## config.mk

```make
export PLATFORM = sky130hd
export DESIGN_NAME = spi_slave
export DESIGN_NICKNAME = d
export VERILOG_FILES = /design/src/rtl/spi_slave.sv
export SDC_FILE = /design/constraint.sdc
export NUM_CORES = 1
export LEC_CHECK = 0
export ABC_AREA = 0
export CAP_MARGIN = 20
export CORE_ASPECT_RATIO = 1.1
export CORE_UTILIZATION = 55
export DETAILED_ROUTE_END_ITERATION = 10
export PLACE_DENSITY = 0.89
export SYNTH_ARGS = -nofsm -noshare
export SYNTH_HDL_FRONTEND = slang
export SYNTH_SLANG_ARGS = --single-unit
```

## constraint.sdc

```tcl
create_clock -name clk -period 4.8 [get_ports clk]
set_input_delay 0.48 -clock clk [delete_from_list [all_inputs] [get_ports clk]]
set_output_delay 0.48 -clock clk [all_outputs]
set_load 0.1 [all_outputs]
```

## src/rtl/spi_slave.sv

```systemverilog
// SPI slave front end for the single-port RAM: deserialises 10-bit command
// frames onto rx_data/rx_valid and serialises RAM read bytes back on MISO.
module spi_slave #(
   parameter int DATA_W = 8
) (
   input  logic              clk,
   input  logic              rst_n,
   input  logic              SS_n,
   input  logic              MOSI,
   output logic              MISO,
   output logic [DATA_W+1:0] rx_data,
   output logic              rx_valid,
   input  logic [DATA_W-1:0] tx_data,
   input  logic              tx_valid
);

   localparam int FRAME_W  = DATA_W + 2;
   localparam int CNT_W    = $clog2(FRAME_W);
   localparam int TX_CNT_W = $clog2(DATA_W + 1);
   localparam logic [CNT_W-1:0]    PAYLOAD_BITS = CNT_W'(FRAME_W - 1);
   localparam logic [CNT_W-1:0]    LAST_SHIFT   = CNT_W'(FRAME_W - 2);
   localparam logic [TX_CNT_W-1:0] TX_REMAIN    = TX_CNT_W'(DATA_W - 1);

   typedef enum logic [2:0] {
      IDLE,
      CHK_CMD,
      WRITE,
      READ_ADD,
      READ_DATA
   } state_t;

   state_t              state;
   state_t              next_state;
   logic [CNT_W-1:0]    bit_cnt;
   logic [DATA_W-2:0]   tx_shift;
   logic [TX_CNT_W-1:0] tx_left;
   logic                tx_pending;
   logic                rd_addr_done;
   logic                abort;
   logic                cmd_load;
   logic                shift_en;
   logic                frame_done;

   always_ff @(posedge clk) begin
      if (!rst_n) begin
         state <= IDLE;
      end else begin
         state <= next_state;
      end
   end

   // The counter saturates at the payload length, so bits after a complete frame are ignored.
   always_comb begin
      next_state = state;
      abort      = 1'b0;
      cmd_load   = 1'b0;
      shift_en   = 1'b0;
      frame_done = 1'b0;
      case (state)
         IDLE: begin
            if (!SS_n) begin
               next_state = CHK_CMD;
            end
         end
         CHK_CMD: begin
            if (SS_n) begin
               abort      = 1'b1;
               next_state = IDLE;
            end else begin
               cmd_load = 1'b1;
               if (!MOSI) begin
                  next_state = WRITE;
               end else if (rd_addr_done) begin
                  next_state = READ_DATA;
               end else begin
                  next_state = READ_ADD;
               end
            end
         end
         WRITE, READ_ADD, READ_DATA: begin
            if (SS_n) begin
               abort      = 1'b1;
               next_state = IDLE;
            end else if (bit_cnt < PAYLOAD_BITS) begin
               shift_en   = 1'b1;
               frame_done = (bit_cnt == LAST_SHIFT);
            end
         end
         default: begin
            next_state = IDLE;
         end
      endcase
   end

   always_ff @(posedge clk) begin
      if (!rst_n) begin
         rx_data      <= '0;
         rx_valid     <= 1'b0;
         bit_cnt      <= '0;
         rd_addr_done <= 1'b0;
      end else begin
         rx_valid <= frame_done;
         if (state == IDLE) begin
            bit_cnt <= '0;
         end
         if (cmd_load) begin
            rx_data[FRAME_W-1] <= MOSI;
         end
         if (shift_en) begin
            rx_data[FRAME_W-2:0] <= {rx_data[FRAME_W-3:0], MOSI};
            bit_cnt              <= bit_cnt + CNT_W'(1);
         end
         if (frame_done && state == READ_ADD) begin
            rd_addr_done <= 1'b1;
         end else if (frame_done && state == READ_DATA) begin
            rd_addr_done <= 1'b0;
         end
      end
   end

   // tx_pending is set only at frame completion, so a tx_valid already high at that edge is not taken.
   always_ff @(posedge clk) begin
      if (!rst_n) begin
         MISO       <= 1'b0;
         tx_shift   <= '0;
         tx_left    <= '0;
         tx_pending <= 1'b0;
      end else begin
         if (abort) begin
            MISO       <= 1'b0;
            tx_left    <= '0;
            tx_pending <= 1'b0;
         end else if (tx_pending && tx_valid) begin
            MISO       <= tx_data[DATA_W-1];
            tx_shift   <= tx_data[DATA_W-2:0];
            tx_left    <= TX_REMAIN;
            tx_pending <= 1'b0;
         end else if (tx_left != '0) begin
            MISO     <= tx_shift[DATA_W-2];
            tx_shift <= {tx_shift[DATA_W-3:0], 1'b0};
            tx_left  <= tx_left - TX_CNT_W'(1);
         end else begin
            MISO <= 1'b0;
         end
         if (frame_done && state == READ_DATA) begin
            tx_pending <= 1'b1;
         end
      end
   end

endmodule

```

== After elaboration in Yosys (flattened, before gate mapping) ==
Index checks and enable logic that the tools add are counted.

* Add/sub/neg operators: 2
* Multiply operators: 0
* Div/mod/pow operators: 0
* Order comparisons: 1
* Eq/ne operators: 7
* Shifts and indexed selects: 0
* Muxes and demuxes: 29
* Bitwise operators: 2
* Reductions and logical operators: 15

{| class="wikitable"
|+ Operators with widths
! cell !! number
|-
| 3-bit two-way mux || 7
|-
| 1-bit two-way mux || 17
|-
| 7-bit two-way mux || 2
|-
| 3-bit case mux with 3 select lines || 1
|-
| 4-bit two-way mux || 2
|-
| 3-bit by 2-bit equality test with 1-bit output, second input constant || 2
|-
| 2-bit nonzero test || 3
|-
| 3-bit OR reduction || 2
|-
| 4-bit by 1-bit adder with 4-bit output, second input constant || 1
|-
| 4-bit equality test, second input constant || 1
|-
| 4-bit less-than comparator, second input constant || 1
|-
| 2-bit != test, second input constant || 2
|-
| 2-bit AND reduction || 2
|-
| 4-bit nonzero test || 1
|-
| 4-bit OR reduction || 1
|-
| 4-bit by 1-bit subtractor with 4-bit output, second input constant || 1
|-
| 3-bit by 1-bit equality test with 1-bit output, second input constant || 1
|-
| 3-bit equality test, second input constant || 1
|-
| 1-bit logical AND || 3
|-
| 3-bit logical NOT || 1
|-
| 3-bit nonzero test || 1
|-
| 1-bit inverter || 2
|-
| 2-bit OR reduction || 1
|}

* Flip-flop bits (word level): 32
* Bits in latches: 0
* Bits in writable memories: 0
* ROM bits: 0
* Output and inout bits: 12
* Word-level logic and storage cells: 67
* Memories: 0

== Longest topological paths before layout ==
* Depth in word-level cells: 7
* Depth in mapped cells: 6
* Mapped depth without buffers: 5

== Worst setup path before layout ==
Ideal clock, no wire load.

* Path kind: register to register
* Start point: register state[2]
* End point: register tx_shift[0]
* Library setup time: 0.116 ns
* Data arrival time: 1.393 ns
* Data required time: 4.684 ns
* Path slack: 3.292 ns
* Stages on the path, launching flop included: 6
* Cells stage by stage: dfxtp_1 -> buf_6 -> or3_4 -> a32o_1 -> buf_6 -> a31o_1

* Longest elaborated chain between the ends: 5

{| class="wikitable"
|+ RTL lines
! what !! RTL line !! text
|-
| start: declaration || 32 || <nowiki>state_t state;</nowiki>
|-
| start signal: assignment || 48 || <nowiki>state <= next_state;</nowiki>
|-
| 3-bit by 2-bit equality test with 1-bit output, or another cell as far along || 59 || <nowiki>case (state)</nowiki>
|-
| 4-bit OR reduction (no line) (*) || n/a ||
|-
| 1-bit two-way mux (*) || n/a ||
|-
| 1-bit inverter (no line) (*) || n/a ||
|-
| 2-bit AND reduction (no line) (*) || n/a ||
|-
| end signal: assignment || 135 || <nowiki>tx_shift <= tx_data[DATA_W-2:0];</nowiki>
|-
| end signal: assignment || 140 || <nowiki>tx_shift <= {tx_shift[DATA_W-3:0], 1'b0};</nowiki>
|-
| end: declaration || 35 || <nowiki>logic [DATA_W-2:0] tx_shift;</nowiki>
|}

Mark *: on every way between the ends. The rest lies on a longest branch, timed or not.
A chain may end at the register's enable or synchronous reset.

== Worst setup path after layout ==
* Start point: register rx_data[8]
* End point: output port rx_data[8]

{| class="wikitable"
|+ RTL lines
! what !! RTL line !! text
|-
| start: declaration || 11 || <nowiki>output logic [DATA_W+1:0] rx_data,</nowiki>
|-
| start signal: indexed assignment || 110 || <nowiki>rx_data[FRAME_W-2:0] <= {rx_data[FRAME_W-3:0], MOSI};</nowiki>
|}

No word-level cell between the ends.

==> report_table.html <==
<table>
<tr><th>Metric</th><th>Value</th></tr>
<tr><th colspan="2">Status</th></tr>
<tr><td>Status</td><td>completed</td></tr>
<tr><th colspan="2">Clock network</th></tr>
<tr><td>Hold buffer count at CTS</td><td>0</td></tr>
<tr><td>Root buffer cell</td><td>clkbuf_4</td></tr>
<tr><td>Count of cells resized by post-cts repair</td><td>0</td></tr>
<tr><td>Post-CTS setup buffer count</td><td>0</td></tr>
<tr><td>CTS tree</td><td>yes</td></tr>
<tr><td>CTS H-tree lvls</td><td>2</td></tr>
<tr><td>Clock network latency to the later pin of the worst-skew pair</td><td>0.32 ns</td></tr>
<tr><td>CTS clock-pin slew for the worst setup and hold paths</td><td>0.10 ns</td></tr>
<tr><td>Total number of clock tree sinks</td><td>32</td></tr>
<tr><td>CTS buffer count</td><td>5</td></tr>
<tr><td>Clock tree buffer depth</td><td>2</td></tr>
<tr><th colspan="2">Setup path</th></tr>
<tr><td>Top delay family on crit path</td><td>buffers and inverters</td></tr>
<tr><td>Critical Path Sink</td><td>rx_data[8]</td></tr>
<tr><td>Biggest fanout along the worst timing path</td><td>2</td></tr>
<tr><td>Number of cell instances on the worst register-to-register path</td><td>3</td></tr>
<tr><td>End of the worst register-to-register path</td><td>rx_data[7]</td></tr>
<tr><td>Crit Path Category</td><td>reg2out</td></tr>
<tr><td>Crit end category</td><td>output pin</td></tr>
<tr><td>R2R setup slack</td><td>2.80 ns</td></tr>
<tr><td>Startpoint class of the critical path</td><td>flip-flop</td></tr>
<tr><td>Buf/Inv on CP</td><td>1</td></tr>
<tr><td>Critical path, cell by cell</td><td>clkdlybuf4s50_1</td></tr>
<tr><td>Startpoint of the worst setup timing path</td><td>rx_data[8]</td></tr>
<tr><td>Worst r2r src</td><td>state[2]</td></tr>
<tr><td>Stages on the worst setup path</td><td>1</td></tr>
<tr><td>WP data arrival</td><td>1.83 ns</td></tr>
<tr><td>Critical path required time</td><td>4.32 ns</td></tr>
<tr><td>Slowest library cell on the worst path</td><td>clkdlybuf4s50_1</td></tr>
<tr><td>Peak per-stage delay on the critical path</td><td>1.14 ns</td></tr>
<tr><th colspan="2">Placement</th></tr>
<tr><td>Count of input and output buffers</td><td>24</td></tr>
<tr><td>Pre-CTS WS</td><td>2.35 ns</td></tr>
<tr><td>Final weighted congestion of routability-driven global placement</td><td>0.818</td></tr>
<tr><td>HPWL after detailed placement</td><td>2220 um</td></tr>
<tr><th colspan="2">STA</th></tr>
<tr><td>Clock period minus final worst setup slack</td><td>2.31 ns</td></tr>
<tr><td>Final hold slack</td><td>0.464 ns</td></tr>
<tr><td>Final count of negative-setup-slack endpoints</td><td>0</td></tr>
<tr><td>Relative slew margins</td><td>0.333</td></tr>
<tr><td>Period Utilization, post-route</td><td>0.480</td></tr>
<tr><td>Slew at the pin with the worst max-slew slack</td><td>0.998 ns</td></tr>
<tr><td>Pins Over Slew Limit</td><td>0</td></tr>
<tr><td>Max Fclk</td><td>0.434 GHz</td></tr>
<tr><td>Final WS setup</td><td>2.49 ns</td></tr>
<tr><td>Clk_skew</td><td>0.00607 ns</td></tr>
<tr><td>Final total negative setup slack</td><td>0 ns</td></tr>
<tr><td>RSZ-0062 raised after global routing</td><td>no</td></tr>
<tr><td>Hold violation total from the final report</td><td>0</td></tr>
<tr><th colspan="2">Die</th></tr>
<tr><td>Die outline area</td><td>0.00311 mm2</td></tr>
<tr><td>Die span in y</td><td>58.4 um</td></tr>
<tr><td>Die Wd</td><td>53.3 um</td></tr>
<tr><td>Ports</td><td>25</td></tr>
<tr><td>Initial Utilization</td><td>0.578</td></tr>
<tr><td>Row count</td><td>20</td></tr>
<tr><td>CORE AREA</td><td>0.00275 mm2</td></tr>
<tr><th colspan="2">Routing</th></tr>
<tr><td>Number of vias after detailed routing</td><td>1,274</td></tr>
<tr><td>Average vias per placed instance</td><td>5.64</td></tr>
<tr><td>Wire length reported by the detailed router</td><td>3070 um</td></tr>
<tr><td>First drt pass iteration count</td><td>4</td></tr>
<tr><td>Number of remaining DRC errors</td><td>0</td></tr>
<tr><td>Count of nets left with antenna violations after detail routing</td><td>0</td></tr>
<tr><td>Per-cell routed wire length</td><td>13.6 um</td></tr>
<tr><td>Number of DRC markers in iteration 0</td><td>31</td></tr>
<tr><th colspan="2">Synthesis</th></tr>
<tr><td>Post-synth EDFFs</td><td>0</td></tr>
<tr><td>Syn avg cell area</td><td>9.25 um2</td></tr>
<tr><td>Fraction of synthesized cell area taken by the top area cell type</td><td>0.403</td></tr>
<tr><td>Primary flip-flop cell chosen by synthesis mapping</td><td>dfxtp_1</td></tr>
<tr><td>Mapped Cells</td><td>172</td></tr>
<tr><td>Post-synth ARST share</td><td>0</td></tr>
<tr><td>Net count after synthesis</td><td>189</td></tr>
<tr><td>Area contributors post-synth</td><td>dfxtp_1, mux2i_1, nand2_1</td></tr>
<tr><td>Count of warnings emitted by yosys</td><td>0</td></tr>
<tr><td>Sequential fraction of the synthesis area</td><td>0.403</td></tr>
<tr><td>Total of flip-flops plus latches after synthesis</td><td>32</td></tr>
<tr><td>Distinct cell type count of the synthesized netlist</td><td>40</td></tr>
<tr><td>Commonest cells post-synth</td><td>dfxtp_1, nand2_1, mux2i_1</td></tr>
<tr><td>Cell Area, Synth</td><td>0.00159 mm2</td></tr>
<tr><td>Area leader, netlist</td><td>dfxtp_1</td></tr>
<tr><td>Most common cell in the netlist</td><td>dfxtp_1</td></tr>
<tr><th colspan="2">Pwr</th></tr>
<tr><td>Share of power burned in combinational logic</td><td>0.288</td></tr>
<tr><td>Leakage power figure</td><td>0.660 nW</td></tr>
<tr><td>Total power divided by cell area</td><td>343 mW/mm2</td></tr>
<tr><td>Switching power as a share of total power</td><td>0.308</td></tr>
<tr><td>Part of the total power dissipated in the clock network</td><td>0.248</td></tr>
<tr><td>Cell internal power dissipation</td><td>0.444 mW</td></tr>
<tr><td>Total Power Consumption</td><td>0.642 mW</td></tr>
<tr><td>Proportion of power drawn by flip-flops and latches</td><td>0.464</td></tr>
<tr><td>Max IR drop VDD</td><td>301 uV</td></tr>
<tr><td>Sw Pwr</td><td>0.197 mW</td></tr>
<tr><th colspan="2">Final layout</th></tr>
<tr><td>Fraction of layout cells with a size suffix above 1</td><td>0.0674</td></tr>
<tr><td>Nets@finish</td><td>209</td></tr>
<tr><td>Layout filler cell count</td><td>232</td></tr>
<tr><td>Final antenna diode count</td><td>0</td></tr>
<tr><td>Syn-to-layout area delta</td><td>17.5%</td></tr>
<tr><td>Core utilization of the finished layout</td><td>0.679</td></tr>
<tr><th colspan="2">Flow run</th></tr>
<tr><td>Max cap viols</td><td>0</td></tr>
<tr><th colspan="2">Global routing</th></tr>
<tr><td>Gr usage total</td><td>0.228</td></tr>
<tr><td>Number of antenna violations at the first check in global routing</td><td>0</td></tr>
<tr><td>Global-route wire length before repair</td><td>5210 um</td></tr>
<tr><td>Maximum number of pins on one net before global-route repair</td><td>30</td></tr>
<tr><td>Vias in the first global route</td><td>1,251</td></tr>
<tr><td>Aggregate global routing overflow</td><td>0</td></tr>
<tr><th colspan="2">Worst hold path</th></tr>
<tr><td>Worst min path class</td><td>reg2reg</td></tr>
</table>
==> worst min path at each step <==
stage                     start           to  slack [ns]  depth (start not counted)
floorplan           tx_shift[1]  tx_shift[1]        0.43                          2
global placement    tx_shift[1]  tx_shift[1]        0.44                          2
detailed placement  tx_shift[2]  tx_shift[2]        0.45                          2
CTS                 tx_shift[2]  tx_shift[2]        0.47                          2
global route        tx_shift[2]  tx_shift[2]        0.49                          2
finish              tx_shift[2]  tx_shift[2]        0.46                          2
==> layout make-up <==
type	count	area, um2	area share
clock buffer	6	51.3	0.0274
clock inverter	2	10.0	0.00535
tap	33	41.3	0.0221
inverter	6	22.5	0.0120
timing repair buffer	24	240	0.129
multi-input combinational	123	863	0.462
sequential	32	641	0.343
==> state kept, by name, summed over array words and instances, names as in the netlist <==
| name | cells |
|---|---|
| MISO | 1 |
| bit_cnt | 4 |
| rd_addr_done | 1 |
| rx_data | 10 |
| rx_valid | 1 |
| state | 3 |
| tx_left | 4 |
| tx_pending | 1 |
| tx_shift | 7 |
==> cells in the final DEF (no fill, tap or decap), types with 3 or more instances in the layout <==
master           netlist  routed
mux2i_1               19      19
clkbuf_4               0       5
and3_1                 6       6
clkdlybuf4s50_1        0      24
dfxtp_1               32      32
nand2b_1               9       9
o21ai_0                6       6
a21boi_0               6       6
a21oi_1                6       6
nand2_1               27      27
ha_1                   4       4
inv_1                  6       6
nor3_1                 3       3
==> metal layers <==
layer / wire length [um] / GRT usage
met5: 0 / 0
met1: 1350 / 0.270
met3: 146 / 0.0620
met4: 31 / 0.117
met2: 1540 / 0.370
==> stage by stage <==
step	instance area, um2	std cells
final	1870	226
after CTS	1870	226
after floorplan	1590	172
after detailed placement	1810	218
after global placement	1810	218
after global routing	1870	226
==> power groups by stage <==
stage | Combinational (mW) | Sequential (mW) | Clock, mW
final | 0.185 | 0.297 | 0.159
after global routing | 0.202 | 0.300 | 0.175
after CTS | 0.184 | 0.296 | 0.165
after detailed placement | 0.183 | 0.302 | 0
after global placement | 0.173 | 0.300 | 0
after floorplan | 0.160 | 0.300 | 0
==> logic make-up after synthesis <==
logic type | count (synthesis) | synth area share
compound gates | 33 | 0.154
flops | 32 | 0.403
simple gates | 64 | 0.220
mux | 20 | 0.127
xor+xnor | 2 | 0.0110
fa+ha+maj | 4 | 0.0315
buf+inv | 17 | 0.0543
Power figures use the tool's default switching activity.
